<file path="config.mk">
export PLATFORM = sky130hd
export DESIGN_NAME = chip8_loader
export DESIGN_NICKNAME = d
export VERILOG_FILES = /design/src/rtl/chip8_loader.sv
export SDC_FILE = /design/constraint.sdc
export NUM_CORES = 1
export LEC_CHECK = 0
export CORE_MARGIN = 2
export CORE_UTILIZATION = 40
export CTS_BUF_LIST = sky130_fd_sc_hd__clkbuf_4
export DETAILED_ROUTE_END_ITERATION = 16
export GPL_TIMING_DRIVEN = 0
export PLACE_DENSITY = 0.67
export SLEW_MARGIN = 20
export SYNTH_ARGS = -nofsm -noshare
export SYNTH_HDL_FRONTEND = slang
export SYNTH_SLANG_ARGS = --single-unit
export TNS_END_PERCENT = 5
</file>
<file path="constraint.sdc">
create_clock -name clk -period 2.4 [get_ports clk]
set_input_delay 0.6 -clock clk [delete_from_list [all_inputs] [get_ports clk]]
set_output_delay 0.6 -clock clk [all_outputs]
set_load 0.05 [all_outputs]
</file>
<file path="src/rtl/chip8_loader.sv">
// Program-image loader for the CHIP-8 interpreter: takes a framed byte stream
// from the UART, writes the payload into program memory and holds the CPU meanwhile.
module chip8_loader #(
  parameter int          ADDR_WIDTH     = 12,
  parameter int          DATA_WIDTH     = 8,
  parameter int          BASE_ADDR      = 512,
  parameter int          MEM_SIZE       = 4096,
  parameter logic [7:0]  SYNC_BYTE      = 8'hA5,
  parameter int          TIMEOUT_CYCLES = 1000000
) (
  input  logic                  clk,
  input  logic                  rst,
  input  logic [7:0]            rx_i,
  input  logic                  rx_i_v,
  output logic                  we,
  output logic [ADDR_WIDTH-1:0] waddr,
  output logic [DATA_WIDTH-1:0] d,
  output logic                  cpu_hold,
  output logic                  load_done,
  output logic                  load_err,
  output logic                  busy
);

  // Handshake: rx_i is consumed on every cycle where rx_i_v is high; there is
  // no back-pressure, so the loader accepts a byte on every strobe.

  localparam int MAX_LEN = MEM_SIZE - BASE_ADDR;

  typedef enum logic [2:0] {
    S_IDLE  = 3'd0,
    S_LEN_H = 3'd1,
    S_LEN_L = 3'd2,
    S_DATA  = 3'd3,
    S_CSUM  = 3'd4
  } state_t;

  state_t      state;
  logic [15:0] len;
  logic [15:0] idx;
  logic [7:0]  sum;
  logic [19:0] tmo;
  logic [16:0] new_len;

  assign new_len = {1'b0, len[15:8], rx_i};
  assign busy    = (state != S_IDLE);

  always_ff @(posedge clk) begin
    if (rst) begin
      state     <= S_IDLE;
      len       <= '0;
      idx       <= '0;
      sum       <= '0;
      tmo       <= '0;
      we        <= 1'b0;
      waddr     <= ADDR_WIDTH'(BASE_ADDR);
      d         <= '0;
      cpu_hold  <= 1'b0;
      load_done <= 1'b0;
      load_err  <= 1'b0;
    end else begin
      we        <= 1'b0;
      load_done <= 1'b0;
      load_err  <= 1'b0;
      if (state == S_IDLE) tmo <= '0;
      else if (rx_i_v)     tmo <= '0;
      else                 tmo <= tmo + 20'd1;

      // A byte in the same cycle as the timeout wins over the timeout.
      if (rx_i_v) begin
        case (state)
          S_IDLE: begin
            if (rx_i == SYNC_BYTE) begin
              state    <= S_LEN_H;
              cpu_hold <= 1'b1;
              idx      <= '0;
              sum      <= '0;
            end
          end
          S_LEN_H: begin
            len[15:8] <= rx_i;
            state     <= S_LEN_L;
          end
          S_LEN_L: begin
            len[7:0] <= rx_i;
            if (new_len == 17'd0 || new_len > 17'(MAX_LEN)) begin
              load_err <= 1'b1;
              state    <= S_IDLE;
            end else begin
              state <= S_DATA;
            end
          end
          S_DATA: begin
            we    <= 1'b1;
            waddr <= ADDR_WIDTH'(BASE_ADDR) + idx[ADDR_WIDTH-1:0];
            d     <= DATA_WIDTH'(rx_i);
            idx   <= idx + 16'd1;
            sum   <= sum + rx_i;
            if (idx + 16'd1 == len) state <= S_CSUM;
          end
          S_CSUM: begin
            if (rx_i == sum) begin
              load_done <= 1'b1;
              cpu_hold  <= 1'b0;
            end else begin
              load_err <= 1'b1;
            end
            state <= S_IDLE;
          end
          default: state <= S_IDLE;
        endcase
      end else if (state != S_IDLE && tmo == 20'(TIMEOUT_CYCLES - 1)) begin
        load_err <= 1'b1;
        state    <= S_IDLE;
      end
    end
  end

endmodule

</file>
**Yosys cells after proc, flatten, opt, wreduce, memory -nomap -nowiden**

Cells that the tools add are included.

- Div/mod/pow operators: 0
- Reductions and logical operators: 17
- Shifts and indexed selects: 0
- Add/subtract/negate cells: 4
- $lt $le $gt $ge: 1
- Bitwise gates (word level): 2
- Multiplexer cells: 20
- Multiply operators: 0
- Eq/ne operators: 12

Operators by type and width:

| kind | number |
|---|---|
| case mux 16 bit (2 select lines) | 1 |
| adder 20 x 1 -> 20 bit (second input constant) | 1 |
| == test 20 bit (second input constant) | 1 |
| zero test 17 bit | 1 |
| adder 16 x 1 -> 16 bit (second input constant) | 1 |
| == test 16 bit | 1 |
| > comparator 16 x 12 -> 1 bit (second input constant) | 1 |
| 2-to-1 mux 16 bit | 1 |
| case mux 8 bit (2 select lines) | 1 |
| adder 10 x 12 -> 12 bit (first input constant) | 1 |
| 2-to-1 mux 3 bit | 4 |
| case mux 3 bit (4 select lines) | 1 |
| adder 8 bit | 1 |
| == test 8 bit | 1 |
| == test 8 bit (second input constant) | 1 |
| 2-to-1 mux 1 bit | 8 |
| 2-to-1 mux 8 bit | 1 |
| == test 3 x 2 -> 1 bit (second input constant) | 2 |
| AND reduction 2 bit | 3 |
| AND reduction 3 bit | 2 |
| nonzero test 2 bit | 3 |
| OR reduction 3 bit | 2 |
| case mux 1 bit (2 select lines) | 2 |
| AND reduction 4 bit | 1 |
| other kinds (13) | 14 |

- Memory bits (writable): 0
- Input bits: 11
- Output and inout bits: 25
- Latch bits: 0
- Memory bits (read-only): 0
- Register bits after elaboration: 87
- Memories: 0
- Word-level logic and storage cells: 68

**Depth between registers and ports, before layout**

Gate-level depths: netlist of run 1.

- Depth in word-level cells: 5
- Gate-level depth with buffers: 9
- Mapped depth without buffers: 8

**Least setup slack after synthesis of run 1**

OpenSTA, ideal clock, no wires.

- Path kind: input to register
- From: input rx_i[1]
- To: register sum[7]
- Path slack: 0.199 ns
- Data arrival time: 2.087 ns
- Setup time: 0.114 ns
- Buffers on the path: 0
- Required time: 2.286 ns
- Stages: 7
- Cell sequence: ha_1 -> a21oi_1 -> o21ai_0 -> a2111oi_0 -> a2111o_1 -> nand3_1 -> a21o_1

- Word-level cells in the longest chain between the ends: 3
- Elaborated cells between the ends (all ways): 5
- Classes of those cells: 1 x add/sub; 2 x eq/ne; 1 x mux; 1 x reduce/logical

RTL lines:

| item | RTL line | source |
|---|---|---|
| start: declaration | 13 | `input logic [7:0] rx_i,` |
| parallel branches: the longest is 3 deep, another holds adder 8 bit | - |  |
| end signal: assignment | 97 | `sum <= sum + rx_i;` |
| end: declaration | 40 | `logic [7:0] sum;` |

Several ways; the timed one is not identified.
A chain may end at the register's enable or synchronous reset.

**Worst setup path in the final report of run 1**

- From: input rx_i[5]
- To: register state[0]

- Word-level cells in the longest chain between the ends: 5
- Elaborated cells between the ends (all ways): 9
- Classes of those cells: 1 x order compare; 2 x eq/ne; 3 x mux; 3 x reduce/logical

RTL lines:

| item | RTL line | source |
|---|---|---|
| > comparator 16 x 12 -> 1 bit or zero test 17 bit (tied branches) | 85 | `if (new_len == 17'd0 \|\| new_len > 17'(MAX_LEN)) begin` |
| logical OR 1 bit | 85 |  |
| 2-to-1 mux 2 bit | 85 |  |
| case mux 3 bit (4 select lines) | 70 | `case (state)` |
| 2-to-1 mux 3 bit | 69 | `if (rx_i_v) begin` |
| end signal: assignment | 73 | `state <= S_LEN_H;` |
| end signal: assignment | 87 | `state <= S_IDLE;` |
| end signal: assignment | 89 | `state <= S_DATA;` |
| end: declaration | 37 | `state_t state;` |

Several ways; a longest one is shown, not always the timed one.

==> results.toml, run 1 <==
[sta]
holdWs_ns = 0.445
rsz0062_at_grt = "true"
hold_viol = 0
finClkSkew_ns = 0.0191
worst_pin_slew_ns = 0.582
fin_crit_ns = 2.40
setup_viol = 1
timing.fmax_ghz = 0.416
slew_viol_final = 0
min_period_over_period_pct = 100
slew_headroom_pct = 61.2
setup_slack_ns = -0.00238

[cells_and_area]
nets = 600
drive_above_1_share_pct = 8.58
layout_common_cells = "nand2_1, dfxtp_1, a21oi_1"
antennaDiodeCount = 0
fin_cells = 719
area_growth_pct = 18.2
finalInstanceArea_mm2 = 0.00509
filler_cell_count = 1010
final_common_cell = "nand2_1"

[worst_setup_path]
r2r_end = "state[2]"
cp.arrival_ns = 2.73
reg2reg_depth = 8
crit_type = "in2reg"
worst-path-max-fanout = 6
worst_setup_path_start_kind = "input port"
end_kind = "register"
critPathRequiredTime_ns = 2.73
r2r_slack_ns = 0.07
r2r-start = "idx[1]"

[clocking]
clock_sinks = 87
cts-buffers-inserted = 9
clkTransAtPathRegs_ns = 0.13
cts_tree = "built"
htreeDepth = 3
clock_latency_ns = 0.46
cts_buffer_depth = 2
holdBufCountCts = 0
root_buffer = "clkbuf_4"

[die]
row_count = 37
die_area_mm2 = 0.0116
start_util_pct = 41.5
ioPinCount = 36
die_w_um = 108
core_area_mm2 = 0.0104
die_y_um = 108

[logic_synthesis]
yosysSeqAreaShare_pct = 40.4
async_flop_share_pct = 0
syn_nets = 555
ys_types = 57
synth_edf_count = 0
syn_inst = 533
synth-seq-cells = 87
synth_area_leaders = "dfxtp_1, nand2_1, a21oi_1"
synth_ff_type = "dfxtp_1"
syn_area_mm2 = 0.00431
yosysTopAreaCellShare_pct = 40.4
synth_top_area_cell = "dfxtp_1"
yosys_warnings = 0
syn_area_per_cell_um2 = 8.08

[power]
irDropWorstVdd_mv = 0.258
p_leak_uw = 0.00183
power_density_mw_per_mm2 = 490

[global_routing]
globalRouteOverflowTotal = 0
grt_pass1_wl_um = 17700
grtUsageTotal_pct = 19.5
grt_max_degree = 15
antenna_found_initial = 0
grt_pass1_vias = 3574

[place]
dpl_cell_area_mm2 = 0.00482
port_buffers = 34
dp.cells = 703
place_ws_ns = -0.995
place_congestion = 0.880
hpwl_um = 7870

[hold_path]
min_from = "tmo[0]"
hold_end = "tmo[0]"
min_path_type = "reg2reg"
hold_depth = 1

[route]
route.vias.total = 3852
viasPerCell = 5.36
drc = 0
wl_um = 10700
drt_iter0_drc = 231
wl_per_cell_um = 14.9
postRouteAntennaNets = 0
dr.pass1.iters = 4

[job]
drv_cap = 0

[run_status]
status = "finished, violations left"
violations = "setup timing"
## worst max-delay path, cell delays in order
cell,delay [ns]
clkdlybuf4s50_1,0.58
or4_1,0.57
or4_4,0.50
o211ai_2,0.13
nor2_2,0.07
a211oi_2,0.20
a21oi_1,0.09
## power by group
group / switching, uW / internal, uW / total, uW
clock: 506 / 431 / 937
sequential: 1.97 / 1450 / 1450
combinational: 74.1 / 36.9 / 111
## flip-flops by register name, summed over array words and instances, names as in the netlist
name       flops
idx           16
we             1
load_err       1
state          3
sum            8
d              8
tmo           20
load_done      1
len           16
waddr         12
cpu_hold       1
## metal layers
layer	vias to the layer above	wire, um	GRT usage, %
met2	86	4940	30.2
met3	17	397	3.21
met5	-	0	0
li1	1934	-	-
met4	0	244	8.15
met1	1815	5160	26.9
## kinds of logic after synthesis
logic type      Yosys count  share of synthesized area, %
buf+inv                  39                          4.24
flops                    87                          40.4
mux                       1                         0.232
xor+xnor                 46                          9.35
simple gates            235                          26.2
fa+ha+maj                11                          3.37
compound gates          114                          16.2
## per-stage QoR
step                      TNS [ns]  utilization, %  power [uW]
final                     -0.00238            49.1        2500
after global routing        -0.744            49.1        2580
after CTS                  -0.0240            48.7        2510
after detailed placement    -13.99            46.5        1590
after global placement      -12.93            46.5        1590
after floorplan                  0               -        1540
## worst max-delay path by stage
stage	start	to	slack [ns]	depth (start not counted)
after global placement	rx_i[1]	sum[7]	-0.90	8
final	rx_i[5]	state[0]	-0.002	7
after floorplan	rx_i[1]	sum[7]	0.20	7
after detailed placement	rx_i[1]	sum[7]	-0.99	8
after global routing	rx_i_v	idx[5]	-0.14	9
after CTS	state[1]	busy	-0.02	4
## synthesized netlist by cell type, drive strengths merged (5+ instances only)
library cell and instances:
buf 12, inv 9, dfxtp 87, a21oi 56, and2 9, nand2 91
nand3 21, nor3b 5, o21ai 25, nor3 8, clkbuf 18, ha 10
nor2 52, and3 6, xor2 23, xnor2 23, nor4 8, nand4 9
or3 6
## timing repair
action,CTS,global route
setup buffers,0,0
setup endpoints to repair,18,21
resized for setup,19,11
pin swaps,0,2
## cell type report
cell class | instances | area, um2 | share of cell area (%)
timing repair buffer | 34 | 335 | 6.59
clock buffer | 10 | 75.1 | 1.47
buffer | 30 | 149 | 2.92
clock inverter | 6 | 83.8 | 1.65
multi-input combinational | 407 | 2500 | 49.1
tap | 136 | 170 | 3.34
inverter | 9 | 33.8 | 0.664
sequential | 87 | 1740 | 34.2
Power figures use the tool's default switching activity.
==> run 2: changes to the inputs <==
--- a/config.mk
+++ b/config.mk
@@ -9,8 +9,9 @@
 export CORE_UTILIZATION = 40
 export CTS_BUF_LIST = sky130_fd_sc_hd__clkbuf_4
+export CTS_CLUSTER_DIAMETER = 40
 export DETAILED_ROUTE_END_ITERATION = 16
 export GPL_TIMING_DRIVEN = 0
 export PLACE_DENSITY = 0.67
-export SLEW_MARGIN = 20
+export SLEW_MARGIN = 10
 export SYNTH_ARGS = -nofsm -noshare
 export SYNTH_HDL_FRONTEND = slang
==> constraint.sdc (replaced) <==
create_clock -name clk -period 2.4 [get_ports clk]
set_input_delay 0.6 -clock clk [delete_from_list [all_inputs] [get_ports clk]]
set_output_delay 0.6 -clock clk [all_outputs]
set_load 0.1 [all_outputs]
==> run 2 against run 1 <==
Against the previous run: the run now ends clean; highest routed layer unchanged; first-iteration DRC count rose by 0.43%; non-clock buffer count did not move; flip-flop and latch count stayed put; setup slack improved by 0.071 ns; critical path depth increased by 1; sequential share of layout area rose by 0.16 points; utilization decreased by 0.23 points.
==> results.toml, run 2 (synthesized netlist as in run 1, its figures left out) <==
[clocking]
clock_latency_ns = 0.46
clock_sinks = 87
root_buffer = "clkbuf_4"
cts_tree = "built"
cts-buffers-inserted = 9
clkTransAtPathRegs_ns = 0.15
htreeDepth = 3
cts_buffer_depth = 2
holdBufCountCts = 0

[global_routing]
antenna_found_initial = 0
grtUsageTotal_pct = 19.4
globalRouteOverflowTotal = 0
grt_pass1_wl_um = 17600
grt_pass1_vias = 3572
grt_max_degree = 15

[sta]
setup_slack_ns = 0.0683
min_period_over_period_pct = 97.2
rsz0062_at_grt = "true"
hold_viol = 0
fin_crit_ns = 2.33
timing.fmax_ghz = 0.429
slew_viol_final = 0
tns_ns = 0
finClkSkew_ns = 0.0221
worst_pin_slew_ns = 0.976
setup_viol = 0
slew_headroom_pct = 35.2

[die]
start_util_pct = 41.5
ioPinCount = 36
row_count = 37
die_y_um = 108
die_w_um = 108
die_area_mm2 = 0.0116
core_area_mm2 = 0.0104

[worst_setup_path]
worst-path-max-fanout = 7
r2r_slack_ns = 0.07
cp.arrival_ns = 2.74
reg2reg_depth = 8
end_kind = "register"
worst_setup_path_start_kind = "register"
critPathRequiredTime_ns = 2.81
r2r_end = "state[2]"
crit_type = "reg2reg"
r2r-start = "idx[1]"

[cells_and_area]
area_growth_pct = 17.6
finalInstanceArea_mm2 = 0.00507
nets = 600
regMostFlops = "tmo"
ff_latch_area_mm2 = 0.00174
fin_cells = 719
largest_reg_flops = 20
largestRegisters = "tmo: 20 flops, idx: 16 flops, len: 16 flops"
drive_above_1_share_pct = 8.75
filler_cell_count = 1028
layout_common_cells = "nand2_1, dfxtp_1, a21oi_1"
multiInputGateArea_mm2 = 0.00250
antennaDiodeCount = 0
final_common_cell = "nand2_1"

[place]
place_ws_ns = -0.995
dpl_cell_area_mm2 = 0.00482
place_congestion = 0.880
port_buffers = 34
dp.cells = 703
hpwl_um = 7870

[hold_path]
hold_end = "tmo[0]"
min_from = "tmo[0]"
hold_depth = 1
min_path_type = "reg2reg"

[route]
drc = 0
route.vias.total = 3863
dr.pass1.iters = 4
wl_per_cell_um = 15.1
postRouteAntennaNets = 0
drt_iter0_drc = 232
viasPerCell = 5.37
wl_um = 10800

[power]
irDropWorstVdd_mv = 0.257
p_leak_uw = 0.00195
power_density_mw_per_mm2 = 495
total_power_uw = 2510

[job]
drv_cap = 0

[run_status]
status = "finished, final reports clean"
[run 2: cell count changes in the layout (fill, tap and decap cells not counted)]
cell and change:
clkbuf_1 -1, clkbuf_4 +1, clkdlybuf4s50_1 -25, dlygate4sd2_1 +24
dlymetal6s2s_1 +1
[run 2: worst max-delay path, cell delays in order, from the launching register on]
cell and delay [ns]:
dfxtp_1 0.44, ha_1 0.18, clkbuf_2 0.20, and3_1 0.24, a21oi_1 0.10, nor4b_2 0.33, nand4_1 0.22, nor4_2 0.43
a21o_1 0.13
[run 2: metrics by stage]
step	hold WS [ns]	util, %
global route	0.495	48.9
detailed placement	0.432	46.5
finish	0.445	48.9
floorplan	0.413	-
CTS	0.449	48.2
global placement	0.425	46.5
[run 2: timing repair]
action,in CTS,in global routing
endpoints found under the hold margin,0,0
setup endpoints to repair,42,21
cloned,0,0
pin swaps,0,4
gates resized for setup,40,20
setup buffers,0,0
[run 2: worst max path at each step]
stage	from	endpoint	slack (ns)	cells past startpoint
after global routing	idx[1]	state[0]	-0.05	8
final	idx[1]	state[2]	0.07	8
after CTS	idx[0]	state[0]	-0.15	8
after detailed placement	rx_i[1]	sum[7]	-0.99	8
after floorplan	rx_i[1]	sum[7]	0.20	7
after global placement	rx_i[1]	sum[7]	-0.90	8
[run 2: per-layer routing]
metal | track usage [%] | share of wire (%)
met4 | 8.61 | 2.4
met5 | 0 | 0
met2 | 29.3 | 46
met1 | 27.1 | 47
met3 | 3.21 | 4.9
[run 2: cell type report]
type                    instances  area share (%)
flip-flops and latches         87            34.4
multi-input cells             407            49.4
repair buffers                 34            6.12
inverters                       9           0.667
plain buffers                  30            2.96
well taps                     136            3.36
clock inverters                 6            1.65
clock buffers                  10            1.48
[run 2: power by group]
group	total (uW)	switching (uW)	leakage [uW]	internal, uW
Sequential	1450	1.89	0.000701	1450
Clock	942	510	0.0000821	431
Combinational	118	82.2	0.00117	35.4
==> variant, RTL diff (settings of run 1) <==
Change the parameter `TIMEOUT_CYCLES` from 1000000 to 500000.
--- a/src/rtl/chip8_loader.sv
+++ b/src/rtl/chip8_loader.sv
@@ -6,7 +6,7 @@
   parameter int          BASE_ADDR      = 512,
   parameter int          MEM_SIZE       = 4096,
   parameter logic [7:0]  SYNC_BYTE      = 8'hA5,
-  parameter int          TIMEOUT_CYCLES = 1000000
+  parameter int          TIMEOUT_CYCLES = 500000
 ) (
   input  logic                  clk,
   input  logic                  rst,
Check against the original RTL: same outputs for any inputs over 4 cycles, from zero or initial values and one cycle with rst high; that may be too few to reach the edited logic, so the function may still have changed.
==> variant against run 1 <==
The run still ends with negative setup slack left; hold slack gained 0.020 ns; sequential power barely moved; worst setup slack got worse by 0.017 ns; wire length increased by 2.7%; clock skew decreased by 0.0021 ns; fmax shrank 0.72%; synthesized area is 1.4% lower; sequential cell count did not move; final area shrank 0.64%; register-to-register slack lost 0.09 ns; via count is 3.5% higher; total power up 2.0%; core utilization down 0.095 points; critical path type is now reg2reg.
==> variant: results (changes against run 1) <==
Placement
The number of instances in the placed design is 700 (-0.43%). The detailed placer's ending HPWL is 7660 um (-2.7%). The count of buffers inserted at the top-level ports is 33 (-2.9%). The placement-stage worst setup slack is -0.923 ns (+0.0718 ns).

Setup path
The data arrival time of the worst path is 2.78 ns (+0.05 ns). The library cell contributing the largest single delay on the critical path is sky130_fd_sc_hd__dfxtp_4. In this run the worst setup path begins at idx[1].

Logic synthesis
After synthesis, the cell types taking the most area are sky130_fd_sc_hd__dfxtp_1, sky130_fd_sc_hd__nand2_1, sky130_fd_sc_hd__a21oi_1, sky130_fd_sc_hd__xnor2_1, sky130_fd_sc_hd__nor2_1. The post-synthesis compound-gate area fraction is 0.182 (+0.0203). By count the netlist is led by sky130_fd_sc_hd__nand2_1, sky130_fd_sc_hd__dfxtp_1, sky130_fd_sc_hd__a21oi_1. The sequential cell area fraction in the yosys report is 0.410 (+0.00584).

GRT
The initial antenna violation count is 1 (+1). The number of global-route vias before repair is 3615 (+1.1%). The met2 track demand over resource was 0.314 (+0.0123). The global-route wire length before repair is 17800 um (+0.47%).

Power
The cell leakage power is 1.75 nW (-4.5%). The switching share of power came to 0.250 (+0.0164).

STA
The number of setup violations in the final report is 1 (unchanged). The worst setup margin is -0.0198 ns (-0.0174 ns).

Route
The average wire per cell in the routed design is 15.3 um (+2.5%). The iteration-0 DRC count of the detailed router is 240 (+3.9%).

Layout
The final non-filler cell total is 720 (+0.14%). The fill cell instance count of the final layout came to 995 (-1.5%).

Run status
The flow ran to the end, but the final reports show violations. The final reports fail on negative setup slack.
[variant: path summary, 6_finish.rpt]
path | end | slack, ns | cells after the start
setup / recovery | state[0] | -0.02 | 9
hold / removal | d[2] | 0.47 | 2
setup reg to reg | state[0] | -0.02 | 9
hold reg to reg | d[2] | 0.47 | 2
[variant: final cells by class]
type,count,area [um^2],share of cell area
Sequential cell,87,1750,0.347
Tap cell,136,170,0.0336
Clock buffer,9,67.6,0.0134
Clock inverter,7,95.1,0.0188
Buffer,27,126,0.0250
Antenna cell,1,2.50,0.000495
Timing Repair Buffer,37,359,0.0710
Multi-Input combinational cell,406,2450,0.484
Inverter,10,37.5,0.00742
[variant: logic make-up after synthesis]
family	count (synthesis)
xor gates and xnor gates	42
muxes	1
and+or+nand+nor	224
buffers and inverters	38
adders and majority gates	11
DFF	87
AOI/OAI and AO/OA	128
[variant: worst max-delay path, delay by kind of cell, from the launching register on]
family          cells  cell delay (ns)
fa+ha+maj           1             0.16
compound gates      6             1.29
flops               1             0.39
simple gates        1             0.36
buf+inv             1             0.13
[variant: what timing repair did]
action	CTS	global route
cloned	0	1
setup endpoints to repair	24	16
setup buffers	0	3
pin swaps	2	5
resized for setup	15	24
[variant: routing by layer]
| layer | vias up | wire (um) |
|---|---|---|
| met2 | 99 | 5070 |
| li1 | 1950 | - |
| met1 | 1918 | 5300 |
| met3 | 21 | 467 |
| met4 | 0 | 182 |
| met5 | - | 0 |
[variant: power by group through the flow]
stage | clock (mW) | sequential, mW | combinational, mW
after floorplan | 0 | 1.50 | 0.0585
after global placement | 0 | 1.49 | 0.121
after detailed placement | 0 | 1.49 | 0.122
after CTS | 0.983 | 1.45 | 0.122
after global routing | 1.04 | 1.45 | 0.138
final | 0.966 | 1.45 | 0.128
